**config.mk**
```make
export PLATFORM = sky130hd
export DESIGN_NAME = bitty_fetch_unit
export DESIGN_NICKNAME = d
export VERILOG_FILES = /design/src/rtl/bitty_pkg.sv /design/src/rtl/bitty_watchdog.sv /design/src/rtl/bitty_fetch_unit.sv
export SDC_FILE = /design/constraint.sdc
export NUM_CORES = 1
export LEC_CHECK = 0
export ABC_AREA = 0
export ABC_CLOCK_PERIOD_IN_PS = 3770
export BUFFER_PORTS_ARGS = -buffer_cell sky130_fd_sc_hd__buf_2
export CAP_MARGIN = 20
export CORE_ASPECT_RATIO = 0.7
export CORE_MARGIN = 2
export CORE_UTILIZATION = 45
export CTS_CLUSTER_SIZE = 24
export DETAILED_ROUTE_END_ITERATION = 10
export PLACE_DENSITY = 0.73
export SKIP_LAST_GASP = 1
export SLEW_MARGIN = 10
export SYNTH_ARGS = -nofsm -noshare
export SYNTH_HDL_FRONTEND = slang
export SYNTH_SLANG_ARGS = --single-unit
```
**constraint.sdc**
```tcl
create_clock -name clk -period 3.77 [get_ports clk]
set_clock_uncertainty 0.15 [all_clocks]
set_input_delay 0.754 -clock clk [delete_from_list [all_inputs] [get_ports clk]]
set_output_delay 0.754 -clock clk [all_outputs]
set_load 0.05 [all_outputs]
```
**src/rtl/bitty_pkg.sv**
```systemverilog
// Shared constants and FSM encoding for the bitty fetch unit.
package bitty_pkg;

  localparam int unsigned INSTR_W = 16;

  localparam logic [INSTR_W-1:0] DEFAULT_HALT_WORD = 16'hFFFF;

  typedef enum logic [2:0] {
    ST_IDLE      = 3'd0,
    ST_FETCH     = 3'd1,
    ST_MEM       = 3'd2,
    ST_ISSUE     = 3'd3,
    ST_WAIT_DONE = 3'd4,
    ST_HALTED    = 3'd5
  } state_t;

endpackage

```
**src/rtl/bitty_watchdog.sv**
```systemverilog
// Loadable down-counter with an expire flag; bounds how long the fetch unit
// waits for the core's done pulse. Only built when BITTY_FETCH_WATCHDOG_EN is defined.
`ifdef BITTY_FETCH_WATCHDOG_EN
module bitty_watchdog #(
  parameter int unsigned CNT_W = 7
) (
  input  logic             clk,
  input  logic             rst,
  input  logic             load,
  input  logic             en,
  input  logic [CNT_W-1:0] load_val,
  output logic             expire
);

  logic [CNT_W-1:0] count;

  // Load on request, otherwise count down while enabled and hold at zero.
  always_ff @(posedge clk) begin
    if (rst) begin
      count <= '0;
    end else if (load) begin
      count <= load_val;
    end else if (en && (count != '0)) begin
      count <= count - CNT_W'(1);
    end
  end

  assign expire = (count == '0);

endmodule
`endif

```
**src/rtl/bitty_fetch_unit.sv**
```systemverilog
// Instruction sequencer for the bitty core: reads the synchronous ROM at pc,
// issues one word per run pulse, waits for done, advances pc, stops on the halt word.
// Optional done watchdog enabled by defining BITTY_FETCH_WATCHDOG_EN.
module bitty_fetch_unit
  import bitty_pkg::*;
#(
  parameter int unsigned         ADDR_W      = 8,
  parameter logic [INSTR_W-1:0]  HALT_WORD   = DEFAULT_HALT_WORD,
  parameter int unsigned         TIMEOUT_CYC = 64
) (
  input  logic               clk,
  input  logic               rst,
  input  logic               start,
  output logic [ADDR_W-1:0]  mem_addr,
  output logic               mem_rd_en,
  input  logic [INSTR_W-1:0] mem_data,
  output logic [INSTR_W-1:0] instruction,
  output logic               run,
  input  logic               done,
  output logic [ADDR_W-1:0]  pc,
  output logic               busy,
  output logic               halted,
  output logic [15:0]        instr_count,
  output logic               timeout_err
);

  state_t state;
  state_t state_nxt;
  logic   wd_expire;
  logic   restart;
  logic   is_halt_word;

  assign restart      = ((state == ST_IDLE) || (state == ST_HALTED)) && start;
  assign is_halt_word = (mem_data == HALT_WORD);

  // State register.
  always_ff @(posedge clk) begin
    if (rst) begin
      state <= ST_IDLE;
    end else begin
      state <= state_nxt;
    end
  end

  // Next-state logic; done only matters while waiting on the core.
  always_comb begin
    state_nxt = state;
    case (state)
      ST_IDLE, ST_HALTED: begin
        if (start) state_nxt = ST_FETCH;
      end
      ST_FETCH: state_nxt = ST_MEM;
      ST_MEM:   state_nxt = is_halt_word ? ST_HALTED : ST_ISSUE;
      ST_ISSUE: state_nxt = ST_WAIT_DONE;
      ST_WAIT_DONE: begin
        if (done)           state_nxt = ST_FETCH;
        else if (wd_expire) state_nxt = ST_HALTED;
      end
      default: state_nxt = ST_IDLE;
    endcase
  end

  // Control outputs decoded from the registered state only.
  assign mem_rd_en = (state == ST_FETCH);
  assign run       = (state == ST_ISSUE);
  assign busy      = (state == ST_FETCH) || (state == ST_MEM) ||
                     (state == ST_ISSUE) || (state == ST_WAIT_DONE);
  assign halted    = (state == ST_HALTED);
  assign mem_addr  = pc;

  // pc, held instruction word and saturating completion count.
  always_ff @(posedge clk) begin
    if (rst) begin
      pc          <= '0;
      instruction <= '0;
      instr_count <= '0;
    end else begin
      if (restart) begin
        pc          <= '0;
        instr_count <= '0;
      end
      if ((state == ST_MEM) && !is_halt_word) begin
        instruction <= mem_data;
      end
      if ((state == ST_WAIT_DONE) && done) begin
        pc <= pc + ADDR_W'(1);
        if (instr_count != 16'hFFFF) begin
          instr_count <= instr_count + 16'd1;
        end
      end
    end
  end

`ifdef BITTY_FETCH_WATCHDOG_EN
  localparam int unsigned WD_CNT_W = $clog2(TIMEOUT_CYC + 1);

  // Watchdog reloads as the word issues, so it starts fresh on entry to WAIT_DONE.
  bitty_watchdog #(
    .CNT_W (WD_CNT_W)
  ) u_watchdog (
    .clk      (clk),
    .rst      (rst),
    .load     (state == ST_ISSUE),
    .en       (state == ST_WAIT_DONE),
    .load_val (WD_CNT_W'(TIMEOUT_CYC - 1)),
    .expire   (wd_expire)
  );

  // Sticky timeout flag; a done arriving on the expiry cycle wins.
  always_ff @(posedge clk) begin
    if (rst) begin
      timeout_err <= 1'b0;
    end else if (restart) begin
      timeout_err <= 1'b0;
    end else if ((state == ST_WAIT_DONE) && !done && wd_expire) begin
      timeout_err <= 1'b1;
    end
  end
`else
  // Timeout length is only meaningful when the watchdog is built.
  localparam int unsigned unused_timeout_cyc = TIMEOUT_CYC;

  assign wd_expire   = 1'b0;
  assign timeout_err = 1'b0;
`endif

endmodule
```
==> results of run 1 <==
worst max path at each step:
stage                                 to  slack (ns)
after floorplan                mem_rd_en        1.08
after global placement    instr_count[5]        1.40
after detailed placement  instr_count[2]        1.37
after CTS                      mem_rd_en        1.34
after global routing      instr_count[5]        1.16
final                          mem_rd_en        1.35
flip-flops by register name, indices dropped and copies added, names as in the netlist:
| register | cells |
|---|---|
| instr_count | 16 |
| instruction | 16 |
| mem_addr | 8 |
| state | 3 |
cell usage after synthesis (8+ instances only):
| master | instances |
|---|---|
| a21oi_1 | 8 |
| nor3_1 | 10 |
| buf_4 | 10 |
| dfxtp_1 | 43 |
| nor2_1 | 36 |
| mux2i_1 | 18 |
| clkbuf_1 | 8 |
| nand2_1 | 10 |
| nand3_1 | 14 |
| nand4_1 | 11 |
critical path: cells and delay by family, from the launching register on:
family,cells,cell delay [ns]
buffers and inverters,2,0.46
AND/OR/NAND/NOR,1,0.30
flip-flops,1,0.46
routing by layer:
metal	global-route usage, %	vias to the layer above
met5	0	-
met4	7.37	0
met3	5.23	4
met2	26.5	64
met1	31.4	923
li1	-	1002
where the power goes:
part	internal [mW]	switching, mW	total, mW	leakage [nW]
clock	0.144	0.149	0.293	0.0470
sequential	0.466	0.0101	0.476	0.348
combinational	0.0422	0.100	0.142	0.714
layout by cell type (no fill, tap or decap), types with 2 or more instances in the layout:
master	instances
a21o_1	2
a21oi_1	8
a221o_1	4
a311oi_1	3
a31oi_1	6
and2_1	2
and3_1	6
buf_2	71
buf_4	2
clkbuf_8	6
dfxtp_1	43
ha_1	2
inv_1	6
mux2i_1	18
nand2_1	10
nand3_1	14
nand4_1	11
nor2_1	36
nor2b_1	2
nor3_1	9
nor3b_1	2
o211ai_1	3
o21ai_0	6
o41ai_1	3
or2_2	2
or3_1	3
xnor2_1	3
final cells by class:
type | count | share of cell area (%)
multi-input cells | 174 | 44.3
flip-flops and latches | 43 | 34.0
repair buffers | 73 | 14.6
clock buffers | 6 | 3.26
well taps | 55 | 2.72
inverters | 6 | 0.889
clock inverters | 1 | 0.198
kinds of logic after synthesis:
kind of cell	synth area share [%]
xor gates and xnor gates	1.64
muxes	8.45
other	0.176
and+or+nand+nor	25.5
adders and majority gates	1.17
buffers and inverters	7.16
AOI/OAI and AO/OA	15.5
DFF	40.4
stage by stage:
step                      area, µm²  power [mW]  util, %  cells  hold slack [ns]
final                          2530       0.911     56.9    358            0.336
after detailed placement       2450       0.629     54.9    351            0.330
after CTS                      2530       0.919     56.9    358            0.343
after global routing           2530       0.953     56.9    358            0.372
after global placement         2450       0.627     54.9    351            0.320
after floorplan                2130       0.592        -    245            0.506
==> summary.txt, run 1 <==
Global routing
  • Initial antenna violation count: 0
  • Largest net degree at the start of global routing: 30
  • Number of global-route vias before repair: 1658
  • GRT Util Overall: slightly above 20%
  • Global route total overflow: 0
  • First-pass GRT wire length: 8270 µm

Outcome
  • Status: finished, final reports clean

Power
  • Pleak: ~1.1 nW
  • Maximum vdd drop: about 260 µV
  • PD cells: 360 nW/µm²

Final layout
  • Reg area: 861 µm²
  • Share of cells above drive strength 1: just under 30%
  • Antenna Cells: 0
  • Layout filler cell count: about 440
  • Layout area overhead: 18.8%
  • Area occupied by multi-input gates: about 1100 µm²
  • Nets: 325

Routing
  • Top Metal Used: met4
  • WL/cell: 14.1 µm
  • Total routed wirelength: roughly 5100 µm
  • Total number of vias: roughly 2000
  • 1st-iter DRT viols: 183
  • Met3 wire len: ~310 µm
  • Drt first pass iters: 4
  • Post-route DRC: 0
  • Routed wire length on met2: just over 2000 µm
  • Antenna Nets Post-Route: 0
  • Post-Route M1 WL: around 2700 µm
  • Routed vias/inst: around 5.6

Clock tree
  • CTS tree: done
  • Clock sink count: 43
  • Postcts setup bufs: 0
  • Clk Latency, worst-skew pair: around 0.29 ns
  • Bufs on Longest Clock Path: 2
  • PostCTS Resize Cnt: 0
  • Clock-pin slew on the worst setup and hold paths: roughly 0.080 ns
  • Total CTS buffers: 5
  • Clock Root Buffer: clkbuf_8
  • H-tree levels: 2
  • Hold buffers post-CTS: 0

Logic synthesis
  • Ys async rst share: 0%
  • Most used DFF post-synth: dfxtp_1
  • Seq/Total Area, Yosys: between 40% and 50%
  • Synthesized netlist net count: 267
  • Cell taking the most area after synthesis: dfxtp_1
  • Synthesized area: 2130 µm²
  • Ys Warns: 0
  • Post-synth cell types: 47
  • EDFF count, synth: 0
  • Area share of the largest cell type after synthesis: 40.4%
  • Top cells by area, synth: dfxtp_1 (40%), mux2i_1 (8.5%), nor2_1 (6.3%), buf_4 (3.5%), nand3_1 (3.3%)
  • Synthesized area per cell: between 8 and 9 µm²
  • Post-Syn Instances: around 250
  • #FFs+latches synth: 43

Worst setup path
  • CP Launch Type: flip-flop
  • Crit path kind: reg2out
  • Slowest cell on the critical path: dfxtp_1
  • RR Startpoint: instr_count[0]
  • Worst-path cell chain: inv_1, nor3_1, buf_2
  • Crit. Startpoint: state[0]
  • Data arrival time of the worst path: 1.51 ns
  • CP endpoint kind: output port
  • Crit Path Max Fanout: 8
  • Setup slack, reg-to-reg: between 1 and 1.5 ns
  • Capture point of the worst reg-to-reg path: instr_count[2]
  • R2R cell count: 6
  • Max incr delay on CP: around 0.46 ns
  • Req. time, crit path: 2.87 ns

Timing
  • Fin. Hold Viols: 0
  • Slew Limit Fails: 0
  • Setup_tns: 0 ns
  • Setup WS post-layout: ~1.4 ns
  • Final Cycle Share: 64.1%
  • Finish-stage setup viols: 0
  • Minimum clock period: roughly 2.4 ns
  • RSZ-0062 raised after global routing: false
  • Max Freq: a little over 400 MHz

Floorplan
  • IO Pins: 73
  • DIE HEIGHT: 61.6 µm
  • Die area: between 5000 and 6000 µm²
  • Chip width: 86.3 µm
  • Core box area: between 4000 and 5000 µm²
  • Initial Util: 47.9%
  • Row cnt: 20

Hold path
  • Hold Path Depth: 2
  • Hold Path Class: reg2reg
  • Hold EP: mem_addr[7]
  • Hold Path Origin: mem_addr[7]

Place
  • Routability Congestion: just over 0.8
  • Port Buf Inserts: a little over 70
  • HPWL after DPL: ~3700 µm
  • Post-Place Setup Slack: between 1 and 1.5 ns

Flow run
  • Max Cap Viol: 0
No activity file was read; power rests on OpenSTA's default activity.
==> run 2, diff against run 1 <==
ABC_AREA = 1   (was 0)
ABC_CLOCK_PERIOD_IN_PS = 2460   (was 3770)
PLACE_DENSITY = 0.71   (was 0.73)
clock period = 2.46 ns   (was 3.77 ns; I/O delays follow)
==> run 2 against run 1 <==
First-iteration DRC count is 32% lower. Area after synthesis is 19% higher. Critical endpoint is now busy. Total power grew to 2.8 times the previous value. Largest cell class unchanged. Sequential share of layout area is 4.9 points lower. Highest routed layer unchanged. Routed wire length is 23% higher. Worst hold slack worse by 0.0031 ns.
==> summary.txt, run 2 <==
Clock tree
  • CTS tree: done
  • Total CTS buffers: 5 (unchanged)
  • Clk Latency, worst-skew pair: 0.29 ns (about the same)
  • Clock sink count: 43 (unchanged)
  • H-tree levels: 2 (unchanged)
  • Bufs on Longest Clock Path: 2 (unchanged)
  • Clock-pin slew on the worst setup and hold paths: 0.08 ns (about the same)
  • PostCTS Resize Cnt: 0 (unchanged)
  • Clock Root Buffer: clkbuf_8
  • Postcts setup bufs: 0 (unchanged)
  • Hold buffers post-CTS: 0 (unchanged)

Timing
  • Slew margin rel.: about 60%
  • Setup WS post-layout: 0.350 ns (-1.00 ns)
  • Final hold slack: 0.333 ns (-0.00313 ns)
  • Setup_tns: 0 ns (unchanged)
  • Slew of the pin with the lowest slew margin: between 0.5 and 0.6 ns
  • RSZ-0062 raised after global routing: false
  • Final Cycle Share: 85.8%
  • Fin. Hold Viols: 0 (unchanged)
  • Max Freq: between 400 and 500 MHz
  • Minimum clock period: roughly 2.1 ns
  • Slew Limit Fails: 0 (unchanged)
  • Finish-stage setup viols: 0 (unchanged)

Worst setup path
  • CP bufs+invs: 2 (unchanged)
  • Largest delay share family, worst path: flip-flops
  • Slowest cell on the critical path: dfxtp_1
  • CP Launch Type: flip-flop
  • CP endpoint kind: output port
  • Setup slack, reg-to-reg: 0.54 ns (-0.82 ns)
  • Data arrival time of the worst path: 1.47 ns (-0.04 ns)
  • Crit path kind: reg2out
  • Worst-path cell chain: nand2_1, nand3_2, inv_2, a21oi_1, buf_2
  • Max incr delay on CP: 0.43 ns (-0.03 ns)
  • Req. time, crit path: 1.82 ns (-1.05 ns)
  • Crit Path Max Fanout: 6 (-2)

Hold path
  • Hold Path Class: reg2reg

Place
  • Post-Place Setup Slack: 0.472 ns (-0.897 ns)
  • Cell Area, Placed: 2860 µm² (+17%)
  • Port Buf Inserts: 71 (unchanged)
  • Routability Congestion: 0.902 (+12%)
  • HPWL after DPL: 4550 µm (+23%)
  • DP Cell Count: 531 (+51%)

Logic synthesis
  • Top cells by area, synth: dfxtp_1 (34%), nand2_1 (16%), nor2_1 (12%), inv_1 (7.7%), nand3_1 (5.7%)
  • Post-synth cell types: 30 (-36%)
  • Post-Syn Instances: 406 (+66%)
  • Synthesized netlist net count: 428 (+60%)
  • Most common cell in the netlist: nand2_1
  • EDFF count, synth: 0 (unchanged)
  • Cell taking the most area after synthesis: dfxtp_1
  • Most used DFF post-synth: dfxtp_1
  • Ys Warns: 0 (unchanged)
  • Synthesized area per cell: 6.25 µm² (-28%)
  • Seq/Total Area, Yosys: 33.9% (-6.5 points)
  • #FFs+latches synth: 43 (unchanged)
  • Area share of the largest cell type after synthesis: 33.9% (-6.5 points)
  • Synthesized area: 2540 µm² (+19%)
  • Synth top cells by count: nand2_1 (108), nor2_1 (81), inv_1 (52), dfxtp_1 (43), nand3_1 (29)
  • Ys async rst share: 0% (unchanged)

Final layout
  • Cell area after layout: 2960 µm² (+17%)
  • Share of cells above drive strength 1: 21.6% (-7.7 points)
  • Most frequent cells in the layout: nand2_1 (108), nor2_1 (81), buf_2 (71), inv_1 (52), dfxtp_1 (43)
  • Commonest non-fill, non-tap cell in the layout: nand2_1
  • Area occupied by multi-input gates: 1330 µm² (+18%)
  • Reg area: 861 µm² (unchanged)
  • Layout area overhead: 16.6%
  • Nets: 488 (+50%)
  • Layout filler cell count: 554 (+26%)
  • Antenna Cells: 0 (unchanged)
  • Fin cells: 539 (+51%)
  • Final core occ: 55.4% (-1.5 points)

Routing
  • Drt first pass iters: 5 (+1)
  • Total routed wirelength: 6200 µm (+23%)
  • Total number of vias: 2635 (+32%)
  • Antenna Nets Post-Route: 0 (unchanged)
  • Routed vias/inst: 4.89 (-12%)
  • 1st-iter DRT viols: 125 (-32%)
  • WL/cell: 11.5 µm (-18%)
  • Post-route DRC: 0 (unchanged)

Power
  • Maximum vdd drop: 844 µV (+220%)
  • Flop pwr share: 35.0% (-17 points)
  • PD cells: 853 nW/µm² (+140%)
  • Switching share of total power: 47.4% (+19 points)
  • Total internal power: 1.33 mW (+100%)
  • Clk pwr share: 20.2% (-12 points)
  • Pleak: 1.46 nW (+32%)
  • Logic pwr share: 44.8% (+29 points)
  • Power consumption: 2.53 mW (+180%)
  • P_sw: 1.20 mW (+360%)

Flow run
  • Max Cap Viol: 0 (unchanged)

Global routing
  • First-pass GRT wire length: 10700 µm (+29%)
  • GRT Util Overall: 21.4% (+1.1 points)
  • Global route total overflow: 0 (unchanged)
  • Initial antenna violation count: 0 (unchanged)
  • Largest net degree at the start of global routing: 24 (-20%)
  • Number of global-route vias before repair: 2329 (+40%)

Floorplan
  • Die area: 6270 µm² (+18%)
  • IO Pins: 73 (unchanged)
  • Core box area: 5340 µm² (+20%)
  • DIE HEIGHT: 66.8 µm (+8.5%)
  • Chip width: 93.8 µm (+8.7%)
  • Row cnt: 22 (+10%)
  • Initial Util: 47.5% (-0.33 points)

Outcome
  • Status: finished, final reports clean
[run 2: cell types whose count changed after synthesis, sizes merged, moves of 4 or more]
| cell | change |
|---|---|
| nand2 | +101 |
| nor2 | +50 |
| inv | +49 |
| mux2i | -18 |
| nand3 | +16 |
| a21oi | +13 |
| o21ai | +8 |
| a31oi | -6 |
| and3 | -6 |
| nand4 | -6 |
| clkbuf | -5 |
| a221o | -4 |
[run 2: power by group through the flow]
stage	combinational, mW	sequential (mW)	clock, mW
5_1_grt	1.23	0.901	0.548
4_1_cts	1.14	0.884	0.519
3_5_place_dp	1.14	0.899	0
6_report	1.13	0.884	0.509
2_1_floorplan	0.614	1.21	0
3_3_place_gp	1.12	0.897	0
[run 2: final timing paths]
path                           to            start  cells after the start
hold reg to reg   instruction[10]  instruction[10]                      2
setup reg to reg   instr_count[9]   instr_count[0]                      8
setup / recovery             busy         state[2]                      5
hold / removal    instruction[10]  instruction[10]                      2
[run 2: cell families (layout without fill, tap and decap cells)]
kind of cell	count (synthesis)	count (layout)	synth area share [%]
fa+ha+maj	2	2	0.986
other cells	1	1	0.148
flops	43	43	33.9
compound gates	42	42	9.51
simple gates	243	243	41.6
buf+inv	75	136	13.8
[run 2: worst min-delay path, cell delays in order (launching register included)]
cell     delay, ns
dfxtp_1       0.33
nor2_1        0.04
nor2_1        0.08
[run 2: cell type report]
| class | count | area share (%) |
|---|---|---|
| inverters | 55 | 6.98 |
| multi-input cells | 288 | 44.9 |
| well taps | 72 | 3.04 |
| clock inverters | 1 | 0.254 |
| flip-flops and latches | 43 | 29.1 |
| repair buffers | 73 | 12.5 |
| clock buffers | 7 | 3.26 |
[run 2: per-layer routing]
metal	routed length, µm	global-route usage, %	up-vias
met5	0	0	-
met4	64	5.25	0
met3	492	4.52	6
met2	2500	31.5	91
met1	3150	31.6	1174
li1	-	-	1364
==> run 3, diff against run 2 <==
ABC_CLOCK_PERIOD_IN_PS = 1870   (was 2460)
PLACE_DENSITY = 0.73   (was 0.71)
clock period = 1.87 ns   (was 2.46 ns; I/O delays follow)
==> run 3 against run 2 <==
Total power grew 37%. Core utilization rose by 3.9 points. Cell count grew 3.2%. First-iteration DRC count is 90% higher. Worst hold slack got worse by 0.084 ns. Via count is 4.7% higher. Flip-flop and latch count did not move. Register-to-register slack worse by 0.48 ns. Setup slack worse by 0.29 ns. Critical path depth increased by 3.
==> summary.txt, run 3 (synthesis results as in run 2) <==
Timing
  • Max Freq: around 550 MHz
  • RSZ-0062 raised after global routing: true
  • Final Cycle Share: 96.8%
  • Slew Limit Fails: 0 (unchanged)
  • Setup WS post-layout: 0.0591 ns (-0.291 ns)
  • Final hold slack: 0.249 ns (-0.0844 ns)
  • Finish-stage setup viols: 0 (unchanged)
  • Fin. Hold Viols: 0 (unchanged)
  • Minimum clock period: roughly 1.8 ns

Floorplan
  • DIE HEIGHT: 66.8 µm (unchanged)
  • IO Pins: 73 (unchanged)
  • Initial Util: 47.5% (unchanged)
  • Row cnt: 22 (unchanged)
  • Chip width: 93.8 µm (unchanged)
  • Core box area: 5340 µm² (unchanged)
  • Die area: 6270 µm² (unchanged)

Final layout
  • Cell area after layout: 3170 µm² (+7.1%)
  • Nets: 505 (+3.5%)
  • Antenna Cells: 0 (unchanged)
  • Layout area overhead: 24.8%
  • Share of cells above drive strength 1: 26.4% (+4.8 points)
  • Commonest non-fill, non-tap cell in the layout: nand2_1
  • Most frequent cells in the layout: nand2_1 (106), nor2_1 (81), buf_2 (68), inv_1 (51), dfxtp_1 (38)

Hold path
  • Hold Path Origin: start
  • Hold Path Class: in2reg

Clock tree
  • Clock sink count: 43 (unchanged)
  • H-tree levels: 2 (unchanged)
  • Hold buffers post-CTS: 0 (unchanged)
  • Clock Root Buffer: clkbuf_8
  • Total CTS buffers: 5 (unchanged)
  • Clk Latency, worst-skew pair: 0.29 ns (about the same)
  • CTS tree: done
  • Clock-pin slew on the worst setup and hold paths: 0.09 ns (about the same)
  • Bufs on Longest Clock Path: 2 (unchanged)

Power
  • Pleak: 1.55 nW (+6.4%)
  • Maximum vdd drop: 1010 µV (+20%)
  • PD cells: 1090 nW/µm² (+28%)

Routing
  • Post-route DRC: 0 (unchanged)
  • Drt first pass iters: 5 (unchanged)
  • Routed vias/inst: 4.96 (+1.5%)
  • WL/cell: 12.2 µm (+6.3%)
  • 1st-iter DRT viols: 237 (+90%)
  • Total number of vias: 2758 (+4.7%)
  • Total routed wirelength: 6800 µm (+9.7%)
  • Antenna Nets Post-Route: 0 (unchanged)

Worst setup path
  • Crit path kind: reg2reg
  • Slowest cell on the critical path: dfxtp_2
  • Max incr delay on CP: 0.38 ns (-0.05 ns)
  • Data arrival time of the worst path: 1.86 ns (+0.39 ns)
  • Crit Path Max Fanout: 8 (+2)
  • CP bufs+invs: 0 (-2)
  • Req. time, crit path: 1.92 ns (+0.10 ns)
  • CP Launch Type: flip-flop
  • Largest delay share family, worst path: simple AND/OR/NAND/NOR gates
  • CP endpoint kind: flip-flop
  • RR Startpoint: instr_count[0]
  • Crit. Startpoint: instr_count[0]
  • Worst-path cell chain: ha_4, nand3_2, nor2_4, nand4_4, nand2_8, o21ai_0, nand2_1, nor2_1

Global routing
  • Largest net degree at the start of global routing: 25 (+4.2%)
  • Initial antenna violation count: 0 (unchanged)
  • Global route total overflow: 0 (unchanged)
  • GRT Util Overall: 21.2% (-0.18 points)
  • First-pass GRT wire length: 10600 µm (-0.96%)
  • Number of global-route vias before repair: 2300 (-1.2%)

Flow run
  • Max Cap Viol: 0 (unchanged)

Place
  • Port Buf Inserts: 71 (unchanged)
  • HPWL after DPL: 4850 µm (+6.6%)
  • Routability Congestion: 0.912 (+1.2%)
  • Cell Area, Placed: 2940 µm² (+3.1%)
  • Post-Place Setup Slack: 0.0678 ns (-0.404 ns)

Outcome
  • Status: finished, final reports clean
==> run 3: changes by cell type in the layout (fill, tap and decap cells not counted), moves of 2 or more <==
cell	delta
buf_2	-3
nand2_2	+2
nand2_1	-2
dfxtp_2	+4
nand2_8	+2
buf_6	+2
buf_4	+14
dfxtp_1	-5
==> run 3: worst paths after layout <==
kind,end,slack [ns],depth (start not counted)
min,state[0],0.25,4
max reg2reg,instr_count[5],0.06,8
min reg2reg,instruction[13],0.33,2
max,instr_count[5],0.06,8
==> run 3: worst min-delay path: stages <==
cell and delay [ns]:
buf_2 0.10, inv_1 0.06, nand2_1 0.07, a21oi_1 0.06
==> run 3: layer usage <==
layer | global-route usage [%] | up-vias | routed length (µm)
met5 | 0 | - | 0
met2 | 31.3 | 117 | 2870
li1 | - | 1412 | -
met4 | 4.35 | 0 | 36
met3 | 4.07 | 4 | 585
met1 | 31.9 | 1225 | 3300
==> run 3: metrics by stage <==
step                util [%]  total power, mW  setup TNS (ns)  instances
floorplan                  -             2.41               0        406
global placement        55.1             2.69               0        542
detailed placement      55.1             2.71               0        542
CTS                     57.2             3.40               0        550
global route            59.3             3.67         -0.0712        556
finish                  59.3             3.47               0        556
==> run 3: report_power, final <==
group	total [mW]	switching, mW	internal (mW)
Clock	0.659	0.323	0.336
Combinational	1.63	1.20	0.430
Sequential	1.18	0.109	1.07
==> run 3: cell type report <==
cell class,instances,area [µm²]
Sequential cell,43,870
Fill cell,521,2170
Clock buffer,7,96.3
Inverter,55,206
Clock inverter,1,7.51
Tap cell,72,90.1
Multi-Input combinational cell,290,1390
Timing Repair Buffer,88,510
==> run 3: timing repair <==
item                                   4_1_cts  5_1_grt
gates cloned                                 0        2
endpoints found under the hold margin        0        0
gates resized for setup                      2       15
setup buffers                                0        4
pin swaps                                    0        4
setup endpoints to repair                    1       16
